## config.mk

```make
export PLATFORM = sky130hd
export DESIGN_NAME = cpu_datapath_flat
export DESIGN_NICKNAME = d
export VERILOG_FILES = /design/src/rtl/cpu_datapath_if.sv /design/src/rtl/cpu_datapath.sv /design/src/flat_wrapper.sv
export SDC_FILE = /design/constraint.sdc
export NUM_CORES = 1
export LEC_CHECK = 0
export BUFFER_PORTS_ARGS = -buffer_cell sky130_fd_sc_hd__buf_4
export CAP_MARGIN = 20
export CORE_AREA = 2 2 183 203
export CTS_CLUSTER_SIZE = 28
export DETAILED_ROUTE_END_ITERATION = 6
export DIE_AREA = 0 0 185 205
export SLEW_MARGIN = 25
export SYNTH_ARGS = -nofsm -noshare
export SYNTH_HDL_FRONTEND = slang
export SYNTH_SLANG_ARGS = --single-unit
```

## constraint.sdc

```tcl
create_clock -name clk -period 3.8 [get_ports clk]
set_input_delay 0.76 -clock clk [delete_from_list [all_inputs] [get_ports clk]]
set_output_delay 0.76 -clock clk [all_outputs]
set_load 0.005 [all_outputs]
```

## src/rtl/cpu_datapath_if.sv

```systemverilog
// -----------------------------------------------------------------------------
// cpu_datapath_if
//   Bundles the controller <-> datapath connection: instruction and memory
//   inputs, the control strobes produced by the controller FSM, and the
//   decoded fields and results returned by the datapath.
//
//   master : controller side (drives strobes and memory data, reads results)
//   slave  : datapath side  (reads strobes and memory data, drives results)
//
//   instr_in  16   instruction word from memory
//   mdata     16   memory read data (writeback source vsel=00)
//   pc        8    program counter (writeback source vsel=10)
//   loadir         capture instr_in into IR
//   nsel      2    register select: 00=Rn 01=Rd 10=Rm 11=R0
//   vsel      2    writeback source: 00=mdata 01=sximm8 10=pc 11=C
//   write          register file write enable
//   loada/b/c/s    load A, B, C, status
//   asel           ALU A-operand forced to 0
//   bsel           ALU B-operand = sximm5 (shifter bypassed)
//   opcode    3    IR[15:13]
//   op        2    IR[12:11]
//   c_out     16   register C
//   b_out     16   register B
//   status    3    {Z,N,V}
// -----------------------------------------------------------------------------
interface cpu_datapath_if #(
   parameter int WIDTH = 16
);
   logic [15:0]      instr_in;
   logic [WIDTH-1:0] mdata;
   logic [7:0]       pc;
   logic             loadir;
   logic [1:0]       nsel;
   logic [1:0]       vsel;
   logic             write;
   logic             loada;
   logic             loadb;
   logic             loadc;
   logic             loads;
   logic             asel;
   logic             bsel;
   logic [2:0]       opcode;
   logic [1:0]       op;
   logic [WIDTH-1:0] c_out;
   logic [WIDTH-1:0] b_out;
   logic [2:0]       status;

   modport master (
      output instr_in, mdata, pc, loadir, nsel, vsel, write,
             loada, loadb, loadc, loads, asel, bsel,
      input  opcode, op, c_out, b_out, status
   );

   modport slave (
      input  instr_in, mdata, pc, loadir, nsel, vsel, write,
             loada, loadb, loadc, loads, asel, bsel,
      output opcode, op, c_out, b_out, status
   );
endinterface : cpu_datapath_if

```

## src/rtl/cpu_datapath.sv

```systemverilog
// -----------------------------------------------------------------------------
// cpu_datapath
//   Execution datapath steered by the controller FSM. Holds the instruction
//   register, the register file, the A/B/C operand/result registers, the
//   shifter, the ALU and the {Z,N,V} status flags.
//
//   clk    rising-edge clock
//   reset  synchronous, active-high; overrides every load/write strobe
//   dp     cpu_datapath_if.slave (strobes in, opcode/op/c_out/b_out/status out)
// -----------------------------------------------------------------------------
module cpu_datapath #(
   parameter int WIDTH = 16,
   parameter int NREGS = 8
) (
   input logic           clk,
   input logic           reset,
   cpu_datapath_if.slave dp
);

   localparam int IDXW = $clog2(NREGS);

   typedef enum logic [1:0] {
      SH_PASS = 2'b00,
      SH_LSL  = 2'b01,
      SH_LSR  = 2'b10,
      SH_ASR  = 2'b11
   } shift_e;

   typedef enum logic [1:0] {
      ALU_ADD = 2'b00,
      ALU_SUB = 2'b01,
      ALU_AND = 2'b10,
      ALU_MVN = 2'b11
   } alu_op_e;

   // ---------------------------------------------------------------------------
   // State
   // ---------------------------------------------------------------------------
   logic [15:0]      ir_q,     ir_d;
   logic [WIDTH-1:0] a_q,      a_d;
   logic [WIDTH-1:0] b_q,      b_d;
   logic [WIDTH-1:0] c_q,      c_d;
   logic [2:0]       status_q, status_d;
   logic [WIDTH-1:0] rf_q [NREGS];

   // ---------------------------------------------------------------------------
   // Instruction field decode (always from the registered IR)
   // ---------------------------------------------------------------------------
   logic [IDXW-1:0]  rn, rd, rm;
   shift_e           shift;
   alu_op_e          alu_op;
   logic [WIDTH-1:0] sximm8, sximm5;

   assign rn     = ir_q[10:8];
   assign rd     = ir_q[7:5];
   assign rm     = ir_q[2:0];
   assign shift  = shift_e'(ir_q[4:3]);
   assign alu_op = alu_op_e'(ir_q[12:11]);
   assign sximm8 = {{(WIDTH-8){ir_q[7]}}, ir_q[7:0]};
   assign sximm5 = {{(WIDTH-5){ir_q[4]}}, ir_q[4:0]};

   // ---------------------------------------------------------------------------
   // Register file index, read port and writeback mux
   // ---------------------------------------------------------------------------
   logic [IDXW-1:0]  rf_idx;
   logic [WIDTH-1:0] rf_rdata;
   logic [WIDTH-1:0] wb_data;

   // NOTE: every always_comb output gets a default first so that no path
   // leaves it unassigned, which would otherwise infer a latch.
   always_comb begin
      rf_idx = rn;
      unique case (dp.nsel)
         2'b00: rf_idx = rn;
         2'b01: rf_idx = rd;
         2'b10: rf_idx = rm;
         2'b11: rf_idx = '0;
      endcase
   end

   // Read sees the pre-edge contents, so a same-cycle write to the register
   // being loaded into A/B leaves A/B with the old value.
   assign rf_rdata = rf_q[rf_idx];

   always_comb begin
      wb_data = dp.mdata;
      unique case (dp.vsel)
         2'b00: wb_data = dp.mdata;
         2'b01: wb_data = sximm8;
         2'b10: wb_data = {{(WIDTH-8){1'b0}}, dp.pc};
         2'b11: wb_data = c_q;
      endcase
   end

   // ---------------------------------------------------------------------------
   // Shifter on B, operand select
   // ---------------------------------------------------------------------------
   logic [WIDTH-1:0] b_shifted;
   logic [WIDTH-1:0] ain, bin;

   always_comb begin
      b_shifted = b_q;
      unique case (shift)
         SH_PASS: b_shifted = b_q;
         SH_LSL:  b_shifted = {b_q[WIDTH-2:0], 1'b0};
         SH_LSR:  b_shifted = {1'b0, b_q[WIDTH-1:1]};
         SH_ASR:  b_shifted = {b_q[WIDTH-1], b_q[WIDTH-1:1]};
      endcase
   end

   assign ain = dp.asel ? '0     : a_q;
   assign bin = dp.bsel ? sximm5 : b_shifted;

   // ---------------------------------------------------------------------------
   // ALU and flags
   // ---------------------------------------------------------------------------
   logic [WIDTH-1:0] alu_res;
   logic             flag_z, flag_n, flag_v;

   always_comb begin
      alu_res = '0;
      flag_v  = 1'b0;
      unique case (alu_op)
         ALU_ADD: begin
            alu_res = ain + bin;
            // Overflow when both operands share a sign the result lacks.
            flag_v  = (ain[WIDTH-1] == bin[WIDTH-1]) &&
                      (alu_res[WIDTH-1] != ain[WIDTH-1]);
         end
         ALU_SUB: begin
            alu_res = ain - bin;
            // Overflow when operand signs differ and the result takes B's sign.
            flag_v  = (ain[WIDTH-1] != bin[WIDTH-1]) &&
                      (alu_res[WIDTH-1] != ain[WIDTH-1]);
         end
         ALU_AND: alu_res = ain & bin;
         ALU_MVN: alu_res = ~bin;
      endcase
   end

   assign flag_z = (alu_res == '0);
   assign flag_n = alu_res[WIDTH-1];

   // ---------------------------------------------------------------------------
   // Next-state for the single-word registers; each strobe acts on its own.
   // ---------------------------------------------------------------------------
   always_comb begin
      ir_d     = ir_q;
      a_d      = a_q;
      b_d      = b_q;
      c_d      = c_q;
      status_d = status_q;
      if (dp.loadir) ir_d     = dp.instr_in;
      if (dp.loada)  a_d      = rf_rdata;
      if (dp.loadb)  b_d      = rf_rdata;
      if (dp.loadc)  c_d      = alu_res;
      if (dp.loads)  status_d = {flag_z, flag_n, flag_v};
   end

   // NOTE: sequential state uses non-blocking assignments only, so every
   // register samples the pre-edge values regardless of statement order.
   always_ff @(posedge clk) begin
      if (reset) begin
         ir_q     <= '0;
         a_q      <= '0;
         b_q      <= '0;
         c_q      <= '0;
         status_q <= '0;
      end else begin
         ir_q     <= ir_d;
         a_q      <= a_d;
         b_q      <= b_d;
         c_q      <= c_d;
         status_q <= status_d;
      end
   end

   // NOTE: the register file is deliberately cleared on reset because software
   // relies on R0-R7 reading zero; this keeps it in flops rather than a RAM
   // macro, which is acceptable at eight entries.
   always_ff @(posedge clk) begin
      if (reset) begin
         for (int i = 0; i < NREGS; i++) rf_q[i] <= '0;
      end else if (dp.write) begin
         rf_q[rf_idx] <= wb_data;
      end
   end

   // ---------------------------------------------------------------------------
   // Outputs
   // ---------------------------------------------------------------------------
   assign dp.opcode = ir_q[15:13];
   assign dp.op     = ir_q[12:11];
   assign dp.c_out  = c_q;
   assign dp.b_out  = b_q;
   assign dp.status = status_q;

endmodule : cpu_datapath

```

## src/flat_wrapper.sv

```systemverilog
// flat-port wrapper written by rule: the top's interface ports become plain ports
module cpu_datapath_flat 
#(
   parameter int WIDTH = 16,
   parameter int NREGS = 8
)
  (clk, reset, dp_instr_in, dp_mdata, dp_pc, dp_loadir, dp_nsel, dp_vsel, dp_write, dp_loada, dp_loadb, dp_loadc, dp_loads, dp_asel, dp_bsel, dp_opcode, dp_op, dp_c_out, dp_b_out, dp_status);
  cpu_datapath_if #(.WIDTH(WIDTH)) dp_i ();
  input logic clk;
  input logic reset;
  input wire logic [$bits(dp_i.instr_in)-1:0] dp_instr_in;
  input wire logic [$bits(dp_i.mdata)-1:0] dp_mdata;
  input wire logic [$bits(dp_i.pc)-1:0] dp_pc;
  input wire logic [$bits(dp_i.loadir)-1:0] dp_loadir;
  input wire logic [$bits(dp_i.nsel)-1:0] dp_nsel;
  input wire logic [$bits(dp_i.vsel)-1:0] dp_vsel;
  input wire logic [$bits(dp_i.write)-1:0] dp_write;
  input wire logic [$bits(dp_i.loada)-1:0] dp_loada;
  input wire logic [$bits(dp_i.loadb)-1:0] dp_loadb;
  input wire logic [$bits(dp_i.loadc)-1:0] dp_loadc;
  input wire logic [$bits(dp_i.loads)-1:0] dp_loads;
  input wire logic [$bits(dp_i.asel)-1:0] dp_asel;
  input wire logic [$bits(dp_i.bsel)-1:0] dp_bsel;
  output wire logic [$bits(dp_i.opcode)-1:0] dp_opcode;
  output wire logic [$bits(dp_i.op)-1:0] dp_op;
  output wire logic [$bits(dp_i.c_out)-1:0] dp_c_out;
  output wire logic [$bits(dp_i.b_out)-1:0] dp_b_out;
  output wire logic [$bits(dp_i.status)-1:0] dp_status;
  assign dp_i.instr_in = dp_instr_in;
  assign dp_i.mdata = dp_mdata;
  assign dp_i.pc = dp_pc;
  assign dp_i.loadir = dp_loadir;
  assign dp_i.nsel = dp_nsel;
  assign dp_i.vsel = dp_vsel;
  assign dp_i.write = dp_write;
  assign dp_i.loada = dp_loada;
  assign dp_i.loadb = dp_loadb;
  assign dp_i.loadc = dp_loadc;
  assign dp_i.loads = dp_loads;
  assign dp_i.asel = dp_asel;
  assign dp_i.bsel = dp_bsel;
  assign dp_opcode = dp_i.opcode;
  assign dp_op = dp_i.op;
  assign dp_c_out = dp_i.c_out;
  assign dp_b_out = dp_i.b_out;
  assign dp_status = dp_i.status;
  cpu_datapath #(.WIDTH(WIDTH), .NREGS(NREGS)) u_core (.clk(clk), .reset(reset), .dp(dp_i));
endmodule
```

==> metrics.txt <==
status finished clean; Worst Path Buf+Inv 1; vias in the first global route 9171; setup violators final 0; CTS tree yes; Synth Instances 1196; die area 37930 sq um; Synth cell types slightly above 70; DR vias/cell 5.167; CP arrival just under 4 ns; Iteration-0 DRC Markers 620; register area 5189 sq um; clk_lat worst skew about 0.44 ns; TritonRoute pass-1 iters 5; transition time of the tightest slew-check pin 1.006 ns; footprint of the multi-input gates between 5000 and 6000 sq um; Max Slew Vio Count 0; Final nets 1433; antenna violations before repair 0; register area share after synthesis 46.99%; Pleak 5.553 nW; largest stage delay on the critical path approximately 0.40 ns; final setup TNS 0 ns; Post-Syn Nets between 1000 and 1500; drt drc 0; Final Hold Viols 0; kind of end point of the critical path register; Horiz. Die Dim 185 um; number of fillers in the final layout 3626; area growth from synthesis to layout 23.86%; Fin Hold WS 0.4828 ns; CTS root buffer clkbuf_16; clk sinks 195; fin area 13670 sq um; CTS Buf Count 17; # H-tree levels 4; number of buffers added on ports between 90 and 100; crit-path cells or3b_1 > a31oi_2 > ha_2 > inv_1 > fa_2 > nor2b_1 > o21ai_2 > nand2_1 > or2_2 > a21boi_0 > xnor2_1 > a221oi_2 > and4bb_1 > nand4b_1 > o21ai_1; final HPWL from detailed placement approximately 25000 um; Synth Area per Inst 9.225 sq um; Top delay family on crit path simple AND/OR/NAND/NOR gates; Setup Crit Path Kind register to register; GPL Wtd Cong 0.9370; CORE AREA about 36000 sq um; Synth warnings 0; clk slew on worst S/H paths around 0.08 ns; WL per Instance 18.93 um; non-filler cells, final 1845; Worst setup SP type register; Rel. slew slack 32.96%; I/O pin cnt between 90 and 100; first-pass GRT wire length 52920 um; number of hold buffers added after CTS 0; ys flop type edfxtp_1; Final ANT Viol Nets 0; largest net degree at the start of global routing 67; Post-Place Cells 1813; HP Class register to register; num rows between 70 and 80; Tmin final ~3.6 ns; n_diodes 0; Peak VDD IR between 0.3 and 0.4 mV; Crit Path Max Fanout 5; Initial Util between 30% and 40%; ys async rst share 0%; slowest CP cell or3b_1; Synth Register Bits about 200; Die Y between 200 and 250 um; Power Dens Cells 407.4 nW/um^2; Post-synth EDFFs 128; Final Skew between 0.015 and 0.02 ns; max-cap violation count 0; fmax 279.0 MHz; RSZ-0062 raised after global routing false; DP Area 12970 sq um; Routed WL 34920 um; final worst-path cycle share 94.32%; gr ovfl total 0; Synth Cell Area 11030 sq um; Clock Tree Buf Depth 2; share of layout cells above drive strength 1 21.35%; GRT Overall Usage 18.23%; required time worst endpoint 4.16 ns; Vias 9534
area by class of cell:
type	count	share of cell area (%)
Clock buffer	17	3.113
Inverter	32	0.8790
Multi-Input combinational cell	882	40.07
Sequential cell	195	37.97
Timing Repair Buffer	217	12.10
Tap cell	487	4.459
Clock inverter	15	1.410
synthesized netlist by cell type (3+ instances only):
| master | n | share of area, % |
|---|---|---|
| a211oi_1 | 41 | 2.8 |
| a21oi_1 | 31 | 1.4 |
| a221oi_1 | 4 | 0.32 |
| a22oi_1 | 10 | 0.68 |
| a311oi_1 | 20 | 1.6 |
| a31oi_1 | 19 | 1.1 |
| and3_1 | 51 | 2.9 |
| buf_1 | 5 | 0.17 |
| buf_4 | 5 | 0.34 |
| clkbuf_1 | 74 | 2.5 |
| dfxtp_1 | 67 | 12 |
| edfxtp_1 | 128 | 35 |
| ha_1 | 33 | 3.7 |
| inv_1 | 31 | 1.1 |
| mux2i_1 | 48 | 4.4 |
| mux4_2 | 10 | 2.0 |
| nand2_1 | 179 | 6.1 |
| nand2b_1 | 22 | 1.2 |
| nand3_1 | 43 | 2.0 |
| nor2_1 | 167 | 5.7 |
| nor2b_1 | 59 | 3.3 |
| nor3_1 | 13 | 0.59 |
| o211ai_1 | 6 | 0.41 |
| o21a_1 | 3 | 0.20 |
| o21ai_0 | 37 | 1.7 |
| o21ai_1 | 4 | 0.18 |
| o21bai_1 | 4 | 0.27 |
| o22ai_1 | 7 | 0.40 |
| o31ai_1 | 3 | 0.20 |
| xnor2_1 | 11 | 0.87 |
| xor2_1 | 4 | 0.32 |
logic make-up after synthesis:
kind of cell / count (synthesis) / synth area share, %
compound gates: 216 / 13.55
xor+xnor: 15 / 1.191
fa+ha+maj: 34 / 3.924
buf+inv: 119 / 4.309
flops: 195 / 46.99
mux: 61 / 6.736
simple gates: 556 / 23.29
sequential cells by signal, indices dropped and copies added, names as in the netlist:
register,cells
u_core.a_q,16
u_core.dp.b_out,16
u_core.dp.c_out,16
u_core.dp.status,3
u_core.ir_q,16
u_core.rf_q,128
through the flow:
step / setup WS [ns] / power (W) / utilization (%)
2_1_floorplan: 0.003025 / 0.003168 / -
3_3_place_gp: -0.2622 / 0.003726 / 36.21
3_5_place_dp: -0.3489 / 0.003737 / 36.21
4_1_cts: 0.003514 / 0.005570 / 37.94
5_1_grt: 0.002568 / 0.005788 / 38.17
6_report: 0.2157 / 0.005568 / 38.17
layer usage:
layer  global-route usage, %  vias to the layer above  share of wire (%)
met5                       0                        -                  0
met4                   4.960                        0                1.9
met3                   3.129                       42                5.7
met2                   31.67                      279                 50
met1                   23.27                     4653                 42
li1                        -                     4560                  -
repair_timing:
| item | 4_1_cts | 5_1_grt |
|---|---|---|
| hold endpoints to repair | 0 | 0 |
| setup buffers | 0 | 0 |
| endpoints found under the setup margin | 1 | 12 |
| pin swaps | 0 | 6 |
| gates resized for setup | 1 | 17 |
| cloned | 0 | 0 |
layout by cell type, fill, tap and decap left out, types with 9 or more instances in the layout:
master       n
nor2b_1     59
nor2_1     166
o21ai_0     33
edfxtp_1   128
a31oi_1     18
nand2b_1    22
a21oi_1     30
ha_1        31
a311oi_1    20
xnor2_1     11
buf_4      215
a211oi_1    40
mux2i_1     48
clkbuf_16   17
and3_1      51
dfxtp_1     66
nand2_1    179
nor3_1      13
a22oi_1      9
nand3_1     43
inv_1       30
mux4_2      10
tightest hold or removal path, cell delays in order, from the launching register on:
cell and delay (ns):
dfxtp_1 0.31, nor2_1 0.08, a211oi_1 0.05
worst paths after layout:
| kind | start | endpoint | slack, ns | cells after the start |
|---|---|---|---|---|
| worst max-delay path | u_core.ir_q[3] | u_core.dp.status[2] | 0.22 | 15 |
| worst min-delay path | u_core.a_q[6] | u_core.a_q[6] | 0.48 | 2 |
| worst max register to register | u_core.ir_q[3] | u_core.dp.status[2] | 0.22 | 15 |
| worst min register to register | u_core.a_q[6] | u_core.a_q[6] | 0.48 | 2 |
power by group:
part           leakage, nW  internal [W]  total [W]  switching [W]
logic                 3.38      0.000557    0.00127       0.000708
clock network        0.302      0.000911    0.00185       0.000935
registers             1.88       0.00237    0.00246      0.0000849
Power figures use the tool's default switching activity.
